`config.mk`:
```
export PLATFORM = sky130hd
export DESIGN_NAME = pipeline_hazard_ctrl
export DESIGN_NICKNAME = d
export VERILOG_FILES = /design/src/rtl/pipeline_hazard_ctrl_pkg.sv /design/src/rtl/pipeline_hazard_ctrl_fwd_sel.sv /design/src/rtl/pipeline_hazard_ctrl.sv
export SDC_FILE = /design/constraint.sdc
export NUM_CORES = 1
export LEC_CHECK = 0
export BUFFER_PORTS_ARGS = -buffer_cell sky130_fd_sc_hd__buf_4
export CORE_AREA = 2 2 45 47
export CTS_BUF_LIST = sky130_fd_sc_hd__clkbuf_4
export CTS_CLUSTER_DIAMETER = 200
export DETAILED_ROUTE_END_ITERATION = 7
export DIE_AREA = 0 0 47 49
export GPL_TIMING_DRIVEN = 0
export HOLD_SLACK_MARGIN = 0.08
export PLACE_DENSITY = 0.84
export SYNTH_ARGS = -nofsm -noshare
export SYNTH_HDL_FRONTEND = slang
export SYNTH_SLANG_ARGS = --single-unit
```
`constraint.sdc`:
```
create_clock -name clk -period 2.15 [get_ports clk]
set_input_delay 0.43 -clock clk [delete_from_list [all_inputs] [get_ports clk]]
set_output_delay 0.43 -clock clk [all_outputs]
set_load 0.1 [all_outputs]
```
`src/rtl/pipeline_hazard_ctrl_pkg.sv`:
```
// ============================================================================
// Module      : pipe_pkg
// Description : Shared encodings for the pipeline hazard controller.
// Revision    : 1.0 - initial release
// ============================================================================
`default_nettype none

package pipe_pkg;

  localparam int REG_W = 5;

  localparam logic [1:0] FWD_RF  = 2'd0;
  localparam logic [1:0] FWD_EX  = 2'd1;
  localparam logic [1:0] FWD_MEM = 2'd2;
  localparam logic [1:0] FWD_WB  = 2'd3;

  typedef enum logic [0:0] {
    RUN   = 1'b0,
    STALL = 1'b1
  } hz_state_t;

endpackage

`default_nettype wire

```
`src/rtl/pipeline_hazard_ctrl_fwd_sel.sv`:
```
// ============================================================================
// Module      : fwd_sel
// Description : Forwarding source select for one ID-stage source operand.
// Revision    : 1.0 - initial release
// ============================================================================
`default_nettype none

module fwd_sel
  import pipe_pkg::*;
#(
  parameter int REG_W = pipe_pkg::REG_W
) (
  input  logic [REG_W-1:0] src,
  input  logic             use_src,
  input  logic             rw_ex,
  input  logic             mr_ex,
  input  logic [REG_W-1:0] rd_ex,
  input  logic             rw_mem,
  input  logic [REG_W-1:0] rd_mem,
  input  logic             rw_wb,
  input  logic [REG_W-1:0] rd_wb,
  output logic [1:0]       sel
);

  logic w_hit_ex;
  logic w_hit_mem;
  logic w_hit_wb;

  // Load data is not yet available in EX, so a load there never forwards.
  assign w_hit_ex  = rw_ex  & ~mr_ex & (rd_ex  != '0) & (rd_ex  == src);
  assign w_hit_mem = rw_mem &          (rd_mem != '0) & (rd_mem == src);
  assign w_hit_wb  = rw_wb  &          (rd_wb  != '0) & (rd_wb  == src);

  always_comb begin
    sel = FWD_RF;
    if (use_src) begin
      if (w_hit_ex) begin
        sel = FWD_EX;
      end else if (w_hit_mem) begin
        sel = FWD_MEM;
      end else if (w_hit_wb) begin
        sel = FWD_WB;
      end
    end
  end

endmodule

`default_nettype wire

```
`src/rtl/pipeline_hazard_ctrl.sv`:
```
// ============================================================================
// Module      : pipeline_hazard_ctrl
// Description : Stall/kill/bubble sequencing and operand forwarding select for
//               the 5-stage pipeline. Optional macro PERF_CNT_EN adds
//               saturating stall and kill counters.
// Revision    : 1.0 - initial release
// ============================================================================
`default_nettype none

module pipeline_hazard_ctrl
  import pipe_pkg::*;
#(
  parameter int REG_W    = pipe_pkg::REG_W,
  parameter int LOAD_LAT = 1
`ifdef PERF_CNT_EN
  ,
  parameter int CNT_W    = 16
`endif
) (
  input  logic             clk,
  input  logic             rst_n,
  input  logic [REG_W-1:0] Rs_D,
  input  logic [REG_W-1:0] Rt_D,
  input  logic             UseRs_D,
  input  logic             UseRt_D,
  input  logic             RegWr_EX,
  input  logic             MemRd_EX,
  input  logic [REG_W-1:0] Rd_EX,
  input  logic             RegWr_MEM,
  input  logic [REG_W-1:0] Rd_MEM,
  input  logic             RegWr_WB,
  input  logic [REG_W-1:0] Rd_WB,
  input  logic             ctrl_xfer_D,
  output logic             disable_PC,
  output logic             disable_IR,
  output logic             kill,
  output logic             bubble_EX,
  output logic [1:0]       FwdA,
  output logic [1:0]       FwdB,
  output logic             busy
`ifdef PERF_CNT_EN
  ,
  output logic [CNT_W-1:0] stall_cnt_o,
  output logic [CNT_W-1:0] kill_cnt_o
`endif
);

  localparam logic [2:0] c_cnt_init = 3'(LOAD_LAT - 1);

  hz_state_t  r_state;
  hz_state_t  w_state_nxt;
  logic [2:0] r_stall_cnt;
  logic [2:0] w_stall_cnt_nxt;
  logic       r_kill_pend;
  logic       w_kill_pend_nxt;

  logic       w_lu;
  logic       w_dis;
  logic       w_kill;
  logic [1:0] w_fwd_a;
  logic [1:0] w_fwd_b;

  assign w_lu = RegWr_EX & MemRd_EX & (Rd_EX != '0) &
                ((UseRs_D & (Rs_D == Rd_EX)) | (UseRt_D & (Rt_D == Rd_EX)));

  fwd_sel #(.REG_W(REG_W)) u_fwd_a (
    .src     (Rs_D),
    .use_src (UseRs_D),
    .rw_ex   (RegWr_EX),
    .mr_ex   (MemRd_EX),
    .rd_ex   (Rd_EX),
    .rw_mem  (RegWr_MEM),
    .rd_mem  (Rd_MEM),
    .rw_wb   (RegWr_WB),
    .rd_wb   (Rd_WB),
    .sel     (w_fwd_a)
  );

  fwd_sel #(.REG_W(REG_W)) u_fwd_b (
    .src     (Rt_D),
    .use_src (UseRt_D),
    .rw_ex   (RegWr_EX),
    .mr_ex   (MemRd_EX),
    .rd_ex   (Rd_EX),
    .rw_mem  (RegWr_MEM),
    .rd_mem  (Rd_MEM),
    .rw_wb   (RegWr_WB),
    .rd_wb   (Rd_WB),
    .sel     (w_fwd_b)
  );

  always_ff @(posedge clk or negedge rst_n) begin
    if (!rst_n) begin
      r_state     <= RUN;
      r_stall_cnt <= 3'd0;
      r_kill_pend <= 1'b0;
    end else begin
      r_state     <= w_state_nxt;
      r_stall_cnt <= w_stall_cnt_nxt;
      r_kill_pend <= w_kill_pend_nxt;
    end
  end

  always_comb begin
    w_state_nxt     = r_state;
    w_stall_cnt_nxt = r_stall_cnt;
    w_kill_pend_nxt = r_kill_pend;
    w_dis           = 1'b0;
    w_kill          = 1'b0;
    case (r_state)
      RUN: begin
        if (w_lu) begin
          w_dis = 1'b1;
          // A transfer resolved behind a stalled load is remembered, not dropped.
          if (ctrl_xfer_D) begin
            w_kill_pend_nxt = 1'b1;
          end
          if (LOAD_LAT > 1) begin
            w_state_nxt     = STALL;
            w_stall_cnt_nxt = c_cnt_init;
          end
        end else begin
          w_kill          = r_kill_pend | ctrl_xfer_D;
          w_kill_pend_nxt = 1'b0;
        end
      end
      STALL: begin
        w_dis           = 1'b1;
        w_stall_cnt_nxt = (r_stall_cnt == 3'd0) ? 3'd0 : r_stall_cnt - 3'd1;
        if (r_stall_cnt <= 3'd1) begin
          w_state_nxt = RUN;
        end
      end
      default: begin
        w_state_nxt = RUN;
      end
    endcase
  end

  // While reset is held the front end is flushed: IF_ID loads NOP, ID_EX bubbles.
  assign disable_PC = rst_n & w_dis;
  assign disable_IR = rst_n & w_dis;
  assign bubble_EX  = ~rst_n | w_dis;
  assign kill       = ~rst_n | w_kill;
  assign FwdA       = rst_n ? w_fwd_a : FWD_RF;
  assign FwdB       = rst_n ? w_fwd_b : FWD_RF;
  assign busy       = rst_n & (r_state == STALL);

`ifdef PERF_CNT_EN
  logic [CNT_W-1:0] r_perf_stall;
  logic [CNT_W-1:0] r_perf_kill;

  always_ff @(posedge clk or negedge rst_n) begin
    if (!rst_n) begin
      r_perf_stall <= '0;
      r_perf_kill  <= '0;
    end else begin
      if (disable_PC && (r_perf_stall != '1)) begin
        r_perf_stall <= r_perf_stall + 1'b1;
      end
      if (kill && (r_perf_kill != '1)) begin
        r_perf_kill <= r_perf_kill + 1'b1;
      end
    end
  end

  assign stall_cnt_o = r_perf_stall;
  assign kill_cnt_o  = r_perf_kill;
`endif

  a_kill_vs_hold: assert property (@(posedge clk) disable iff (!rst_n)
    !(kill && disable_IR));
  a_bubble_holds_ir: assert property (@(posedge clk) disable iff (!rst_n)
    (!bubble_EX || disable_IR));

endmodule

`default_nettype wire
```
==> results.toml, run 1 <==
[route]
via_per_inst = 5.30
drt_iter0_drc = 21
drtPass1Iterations = 4
drt_drc_violations_left = 0
ant_nets = 0
drt_wl_total_um = 2880
routedWlPerCell_um = 16.0
vias = 954

[placement]
gp_congestion = 0.822
hpwl_um = 2000
dp_slack_ps = -399
placedInstanceArea_mm2 = 0.00120
placed_cells = 168
numPortBuffers = 42

[synth]
synth_area_um2 = 788
async_flop_share = 1.00
synth_edf_count = 0
ys_seq_elements = 5
synth_ff_type = "dfrtp_1"
syn-instance-count = 99
ys_seq_area_frac = 0.159
yosysUniqueCellTypes = 27
ys_warn_count = 0
syn-num-nets = 135
syn_area_per_cell_um2 = 7.96

[sta]
finalSetupViolCount = 8
skew_ps = 4.11
fin_hold_ws_ps = 504
hold_viol = 0
fmax_mhz = 419
finalCritPeriodShare = 1.11
fin_setup_tns_ps = -1240
maxSlewHeadroom = 0.664
worstMarginPinSlew_ps = 500
rsz0062_at_grt = "true"
finalMaxSlewViolations = 0
fin_crit_ps = 2380
fin_ws_ps = -234

[pwr]
ir_worst_vdd_uv = 334
cellPowerDensity_mw_per_mm2 = 296
p_leak_nw = 0.662

[clocking]
cts_sinks = 5
cts_max_level = 1
path_clk_slew_ps = 40
clkLatencyLatePin_ps = 240
cts_made_buffers = 3
tritoncts = "done"
clock_path_buffers = 2
cts-root-buf = "clkbuf_4"

[critical_path]
cp_slowest_cell = "or4_4"
crit_fanout = 4
criticalPathCategory = "input port to primary output"
regToRegSetupSlack_ps = 990
rr_endpoint = "r_stall_cnt[2]$_DFFE_PN0P_"
path_cells = "buf_8 > or4_4 > o21ai_4 > nor2_2 > o21ai_2 > buf_4 > nand3_2 > buf_12"
cp_data_required_time_ps = 1720
critPathCaptureType = "primary output"
worst_setup_path_start_kind = "input port"
cp.arrival_ps = 1950
r2r_start = "r_stall_cnt[1]$_DFFE_PN0P_"
critical_path.max_stage_delay_ps = 550
worst-r2r-cell-count = 4
cp.depth = 8
path_delay_family = "simple AND/OR/NAND/NOR gates"
cp_num_buf_inv = 3

[finish]
diodes = 0
drive_gt1_frac = 0.562
syn2layout_area_growth_pct = 93.7
layout.cells.non_filler = 180
fin_area_mm2 = 0.00153
layout.nets = 190

[floorplan]
die-area_mm2 = 0.00230
pin_count = 43
die_x_um = 47
die_h_um = 49
start_util = 0.428
rows = 16
core-area_mm2 = 0.00184

[global_routing]
grt-ovfl-total = 0
grt_pass1_vias = 1015
antenna_found_initial = 0
grt_pass1_wl_um = 4220
grt_usage = 0.251
grt_max_degree = 8

[outcome]
status = "finished, violations left"
violations = "setup timing"

[min_path]
whs_path_depth = 2
worstHoldPathType = "flop to flop"
min-delay-start = "r_stall_cnt[0]$_DFFE_PN0P_"
hold_end = "r_stall_cnt[0]$_DFFE_PN0P_"

[flow_run]
cap_violations = 0
## cell usage after synthesis, drive strengths merged (4+ instances only)
cell type / n / area (um^2)
xnor2: 15 / 131
xor2: 11 / 96.3
inv: 10 / 37.5
nor2: 10 / 37.5
a21oi: 5 / 25.0
dfrtp: 5 / 125
nand2: 5 / 18.8
o21ai: 5 / 32.5
or4: 5 / 37.5
nand4: 4 / 25.0
nor3: 4 / 35.0
nor4: 4 / 43.8
## state kept, by name, summed over array words and instances (netlist names)
| signal | cells |
|---|---|
| r_stall_cnt | 3 |
| r_kill_pend | 1 |
| r_state | 1 |
## timing repair
item | in CTS | in global routing
hold endpoints to repair | 5 | 0
buffers inserted | 1 | 6
gates resized for setup | 31 | 21
hold buffers | 1 | 0
endpoints found under the setup margin | 8 | 8
pin swaps | 7 | 10
## worst min-delay path: stages, from the launching register on
cell     delay (ps)
dfrtp_1         350
nand2_1          50
o21ai_0          70
## worst max path at each step
stage | startpoint | end | slack (ps)
2_1_floorplan | Rt_D[0] | disable_PC | -350
3_3_place_gp | Rd_EX[2] | FwdA[0] | -340
3_5_place_dp | Rd_EX[2] | FwdA[0] | -400
4_1_cts | Rd_EX[2] | FwdA[0] | -190
5_1_grt | Rd_EX[3] | bubble_EX | -280
6_report | Rd_EX[3] | bubble_EX | -230
## cells by family after synthesis
kind of cell,after synthesis,synth area share
xor gates and xnor gates,26,0.289
adders and majority gates,2,0.0317
AOI/OAI and AO/OA,15,0.132
buffers and inverters,11,0.0572
and+or+nand+nor,40,0.332
DFF,5,0.159
## area by class of cell
class                   count  area (um^2)
plain buffers               1         20.0
clock buffers               4         30.0
fillers                    94          315
inverters                  10         37.5
multi-input cells          83          766
flip-flops and latches      5          125
well taps                  27         33.8
repair buffers             50          514
## layer usage
layer	global-route usage	up-vias	part of all wire
met5	0	-	0
li1	-	451	-
met2	0.486	32	0.57
met4	0.0880	0	0.030
met3	0.0333	6	0.041
met1	0.249	465	0.36
## cells in the final DEF (no fill, tap or decap), types with 2 or more instances in the layout
master	count
xnor2_2	5
nand2_1	5
nor2_1	4
inv_1	10
nand2b_1	3
nor3_4	2
or4_4	3
a21oi_2	2
nor2_4	2
buf_6	7
or4_1	2
nor4_2	2
nor3_2	2
xor2_1	11
buf_12	8
clkbuf_4	4
o21ai_0	3
nor2b_4	2
nor2_2	4
nand4_1	4
a21oi_1	2
xnor2_1	10
nor4_4	2
buf_8	3
ha_1	2
dfrtp_1	5
buf_4	32
## stage by stage
step | utilization | total power [W]
finish | 0.829 | 0.000452
global route | 0.829 | 0.000469
CTS | 0.751 | 0.000426
detailed placement | 0.650 | 0.000280
global placement | 0.650 | 0.000275
floorplan | - | 0.000191
## power by group
group          leakage [nW]   total, W  switching, W  internal (W)
sequential           0.0699  0.0000947  0.0000000880     0.0000946
combinational         0.574   0.000239      0.000121      0.000117
clock                0.0184   0.000119     0.0000363     0.0000826
total                 0.662   0.000452      0.000158      0.000295
(Power assumes the default switching activity.)
==> inputs of run 2 (changes only) <==
Settings changed: CORE_AREA 2 2 45 47 to 2 2 50 52, DIE_AREA 0 0 47 49 to 0 0 52 54, PLACE_DENSITY 0.84 to 0.7.
==> run 2 against run 1 <==
The run still ends with setup timing left. Critical endpoint is now disable_PC. Sequential cell count did not move. Critical path depth unchanged. Hold slack worse by 35 ps. Register-to-register slack hardly changed. Largest power group unchanged. Global-route usage fell by 6.9 points. Die area is 22% higher. Sequential share of layout area is 0.30 points higher.
==> results.toml, run 2 (synthesized netlist as in run 1, its figures left out) <==
[outcome]
status = "finished, violations left"
violations = "setup timing"

[placement]
gp_congestion = 0.748
placed_cells = 171
hpwl_um = 2010
numPortBuffers = 42
dp_slack_ps = -328

[finish]
syn2layout_area_growth_pct = 86.8
top_register = "r_stall_cnt"
multi_input_area_um2 = 774
layout.cells.non_filler = 178
top_regs = "r_stall_cnt x3, r_kill_pend x1, r_state x1"
final_common_cell = "buf_4"
diodes = 0
regArea_um2 = 125
fin_util = 0.635
largest_reg_flops = 3
num-fill-cells = 192
drive_gt1_frac = 0.534
layout_common_cells = "buf_4, xor2_1, xnor2_1, inv_1, buf_6"
layout.nets = 185

[sta]
finalSetupViolCount = 8
rsz0062_at_grt = "true"
fin_hold_ws_ps = 469
fin_crit_ps = 2320
skew_ps = 3.12
finalCritPeriodShare = 1.08
worstMarginPinSlew_ps = 451
finalMaxSlewViolations = 0
maxSlewHeadroom = 0.697
fmax_mhz = 431
hold_viol = 0
fin_ws_ps = -172

[min_path]
whs_path_depth = 3
worstHoldPathType = "input port to flop"

[critical_path]
regToRegSetupSlack_ps = 980
critPathCaptureType = "primary output"
worst-r2r-cell-count = 4
worst_setup_path_start_kind = "input port"
crit_path_start = "Rd_EX[0]"
crit_end = "disable_PC"
criticalPathCategory = "input port to primary output"
cp_data_required_time_ps = 1720
crit_fanout = 4
rr_endpoint = "r_stall_cnt[2]$_DFFE_PN0P_"
r2r_start = "r_stall_cnt[1]$_DFFE_PN0P_"
cp.arrival_ps = 1890

[floorplan]
core-area_mm2 = 0.00232
die-area_mm2 = 0.00281
rows = 18
die_x_um = 52
die_h_um = 54
start_util = 0.340
pin_count = 43

[clocking]
cts_made_buffers = 3
cts-root-buf = "clkbuf_4"
cts_sinks = 5
tritoncts = "done"
path_clk_slew_ps = 40
clkLatencyLatePin_ps = 250
cts_max_level = 1
clock_path_buffers = 2

[global_routing]
grt_max_degree = 8
antenna_found_initial = 0
grt_pass1_wl_um = 3730
grt_usage = 0.181
grt-ovfl-total = 0
grt_pass1_vias = 935

[route]
drtPass1Iterations = 4
drt_drc_violations_left = 0
drt_wl_total_um = 2700
vias = 927
via_per_inst = 5.21
drt_iter0_drc = 17
ant_nets = 0
routedWlPerCell_um = 15.2

[pwr]
ir_worst_vdd_uv = 306
cellPowerDensity_mw_per_mm2 = 307
total_power_w = 0.000452
p_leak_nw = 0.633

[flow_run]
cap_violations = 0
==> run 2: worst max-delay path, stage by stage <==
cell	delay, ps
buf_8	100
or4_4	540
o21ai_4	210
nor2_1	80
o21ai_2	130
a21oi_4	110
buf_12	140
buf_12	150
==> run 2: how the worst min path moves through the flow <==
stage	slack (ps)	end	start
CTS	470	r_kill_pend$_DFFE_PN0P_	ctrl_xfer_D
global placement	250	r_stall_cnt[0]$_DFFE_PN0P_	rst_n
detailed placement	250	r_stall_cnt[0]$_DFFE_PN0P_	rst_n
finish	470	r_kill_pend$_DFFE_PN0P_	ctrl_xfer_D
global route	480	r_kill_pend$_DFFE_PN0P_	ctrl_xfer_D
floorplan	130	r_kill_pend$_DFFE_PN0P_	rst_n
==> run 2: power breakdown <==
| part | internal (W) | switching, W | leakage (nW) |
|---|---|---|---|
| Clock | 0.0000832 | 0.0000447 | 0.0184 |
| Sequential | 0.0000945 | 0.0000000668 | 0.0699 |
| Combinational | 0.000109 | 0.000120 | 0.545 |
==> run 2: final cells by class <==
class / count / share of cell area
plain buffers: 1 / 0.0136
well taps: 30 / 0.0255
repair buffers: 45 / 0.304
flip-flops and latches: 5 / 0.0850
multi-input cells: 83 / 0.526
inverters: 10 / 0.0255
clock buffers: 4 / 0.0204
==> run 2: metal layers <==
metal / share of wire / track usage
met2: 0.55 / 0.352
met3: 0.092 / 0.0250
met4: 0.013 / 0.127
met5: 0 / 0
met1: 0.35 / 0.175
==> run 2: timing repair <==
item | in CTS | in global routing
setup endpoints to repair | 8 | 8
setup buffers | 1 | 1
hold endpoints to repair | 5 | 0
hold buffers | 1 | 0
resized for setup | 28 | 17
pin swaps | 4 | 5
==> run 2: through the flow <==
step	instance area (um^2)	setup TNS [ps]
2_1_floorplan	848	-1530
3_3_place_gp	1200	-1550
3_5_place_dp	1200	-1660
4_1_cts	1380	-1140
5_1_grt	1470	-1280
6_report	1470	-948
==> inputs of run 3 (changes only) <==
Settings changed: REMOVE_ABC_BUFFERS set to 1.
Clock period 2.15 ns to 2.7 ns, I/O delays scaled along.
==> run 3 against run 2 <==
The run now ends clean. Register-to-register slack gained 580 ps. Sequential power shrank 20%. Final cell count shrank 2.2%. Setup slack gained 330 ps. Power shrank 30%. Via count shrank 7.9%. Hold slack lost 360 ps. Die area is the same. Core utilization shrank 13 points. Combinational power shrank 37%. Critical path type unchanged. Largest cell class unchanged.
==> results.toml, run 3 (synthesized netlist as in run 1, its figures left out) <==
[route]
vias = 854
drt_drc_violations_left = 0
ant_nets = 0
drt_iter0_drc = 12
drtPass1Iterations = 4
routedWlPerCell_um = 13.4
drt_wl_total_um = 2330
via_per_inst = 4.91

[clocking]
cts-root-buf = "clkbuf_4"
path_clk_slew_ps = 40
clkLatencyLatePin_ps = 240
postCtsSetupRepairBufs = 0
tritoncts = "done"
cts_made_buffers = 3
hold_buffers = 0
cts_sinks = 5
clock_path_buffers = 2
cts_max_level = 1
post_cts_resized = 0

[critical_path]
criticalPathCategory = "input port to primary output"
critical_path.max_stage_delay_ps = 410
path_delay_family = "simple AND/OR/NAND/NOR gates"
path_cells = "buf_4 > xor2_1 > a221o_1 > nor4_1 > a21oi_1 > nor2_1 > buf_4"
cp_data_required_time_ps = 2160
worst_setup_path_start_kind = "input port"
cp_num_buf_inv = 2
critPathMostFrequentCell = "buf_4"
cp.arrival_ps = 2010
crit_fanout = 3
cp_slowest_cell = "nor4_1"
critPathCaptureType = "primary output"

[sta]
fin_setup_tns_ps = 0
fin_crit_ps = 2550
worstMarginPinSlew_ps = 453
maxSlewHeadroom = 0.695
skew_ps = 1.19
fmax_mhz = 393
rsz0062_at_grt = "false"
fin_hold_ws_ps = 108
hold_viol = 0
finalSetupViolCount = 0
finalCritPeriodShare = 0.943
finalMaxSlewViolations = 0

[finish]
top_regs = "r_stall_cnt x3, r_kill_pend x1, r_state x1"
layout.cells.non_filler = 174
drive_gt1_frac = 0.396
layout_common_cells = "buf_4, xnor2_1, xor2_1"
top_register = "r_stall_cnt"
fin_util = 0.502
fin_area_mm2 = 0.00116
final_common_cell = "buf_4"
diodes = 0
largest_reg_flops = 3
syn2layout_area_growth_pct = 47.6
layout.nets = 181

[placement]
gp_congestion = 0.906
numPortBuffers = 42
placedInstanceArea_mm2 = 0.00113
hpwl_um = 1960
placed_cells = 170

[outcome]
status = "completed"

[global_routing]
grt_util_met2 = 0.338
grtUsageMet1 = 0.204
grt-ovfl-total = 0
grt_usage = 0.174
grt.busiest_layer = "met2"
grt_pass1_wl_um = 3600
grt_pass1_vias = 822
antenna_found_initial = 0
grt_max_degree = 10
grtUsageMet3 = 0.0111

[flow_run]
cap_violations = 0

[pwr]
cellPowerDensity_mw_per_mm2 = 272
ir_worst_vdd_uv = 235
p_leak_nw = 0.533

[min_path]
worstHoldPathType = "input port to async pin"

[floorplan]
die-area_mm2 = 0.00281
pin_count = 43
start_util = 0.340
rows = 18
core-area_mm2 = 0.00232
die_h_um = 54
die_x_um = 52
-- run 3: power breakdown --
group / internal [W] / switching [W]
Clock: 0.0000659 / 0.0000311
Sequential: 0.0000753 / 0.0000000503
Combinational: 0.0000671 / 0.0000767
Total: 0.000208 / 0.000108
-- run 3: metal layers --
layer,share of wire,vias to the layer above
met4,0,0
met5,0,-
met1,0.42,402
li1,-,432
met2,0.54,20
met3,0.041,0
-- run 3: worst paths after layout --
| check | cells after the start | startpoint | to | slack, ps |
|---|---|---|---|---|
| hold reg to reg | 2 | r_stall_cnt[0]$_DFFE_PN0P_ | r_stall_cnt[0]$_DFFE_PN0P_ | 500 |
| setup reg to reg | 4 | r_stall_cnt[1]$_DFFE_PN0P_ | r_stall_cnt[2]$_DFFE_PN0P_ | 1560 |
| min in group clk | 2 | r_stall_cnt[0]$_DFFE_PN0P_ | r_stall_cnt[0]$_DFFE_PN0P_ | 500 |
| setup / recovery | 7 | Rd_EX[2] | FwdA[0] | 150 |
| hold / removal | 1 | rst_n | r_stall_cnt[2]$_DFFE_PN0P_ | 110 |
| max in group asynchronous | 1 | rst_n | r_state$_DFF_PN0_ | 2470 |
-- run 3: metrics by stage --
| stage | total power (W) | setup slack [ps] |
|---|---|---|
| after global routing | 0.000335 | 43.0 |
| after global placement | 0.000216 | 171 |
| after floorplan | 0.000148 | -2020 |
| final | 0.000316 | 154 |
| after detailed placement | 0.000220 | 145 |
| after CTS | 0.000322 | 141 |
-- run 3: final cells by class --
type,count,area [um^2]
Inverter,10,37.5
Tap cell,30,37.5
Multi-Input combinational cell,83,618
Timing Repair Buffer,42,315
Sequential cell,5,125
Fill cell,236,1160
Clock buffer,4,30.0
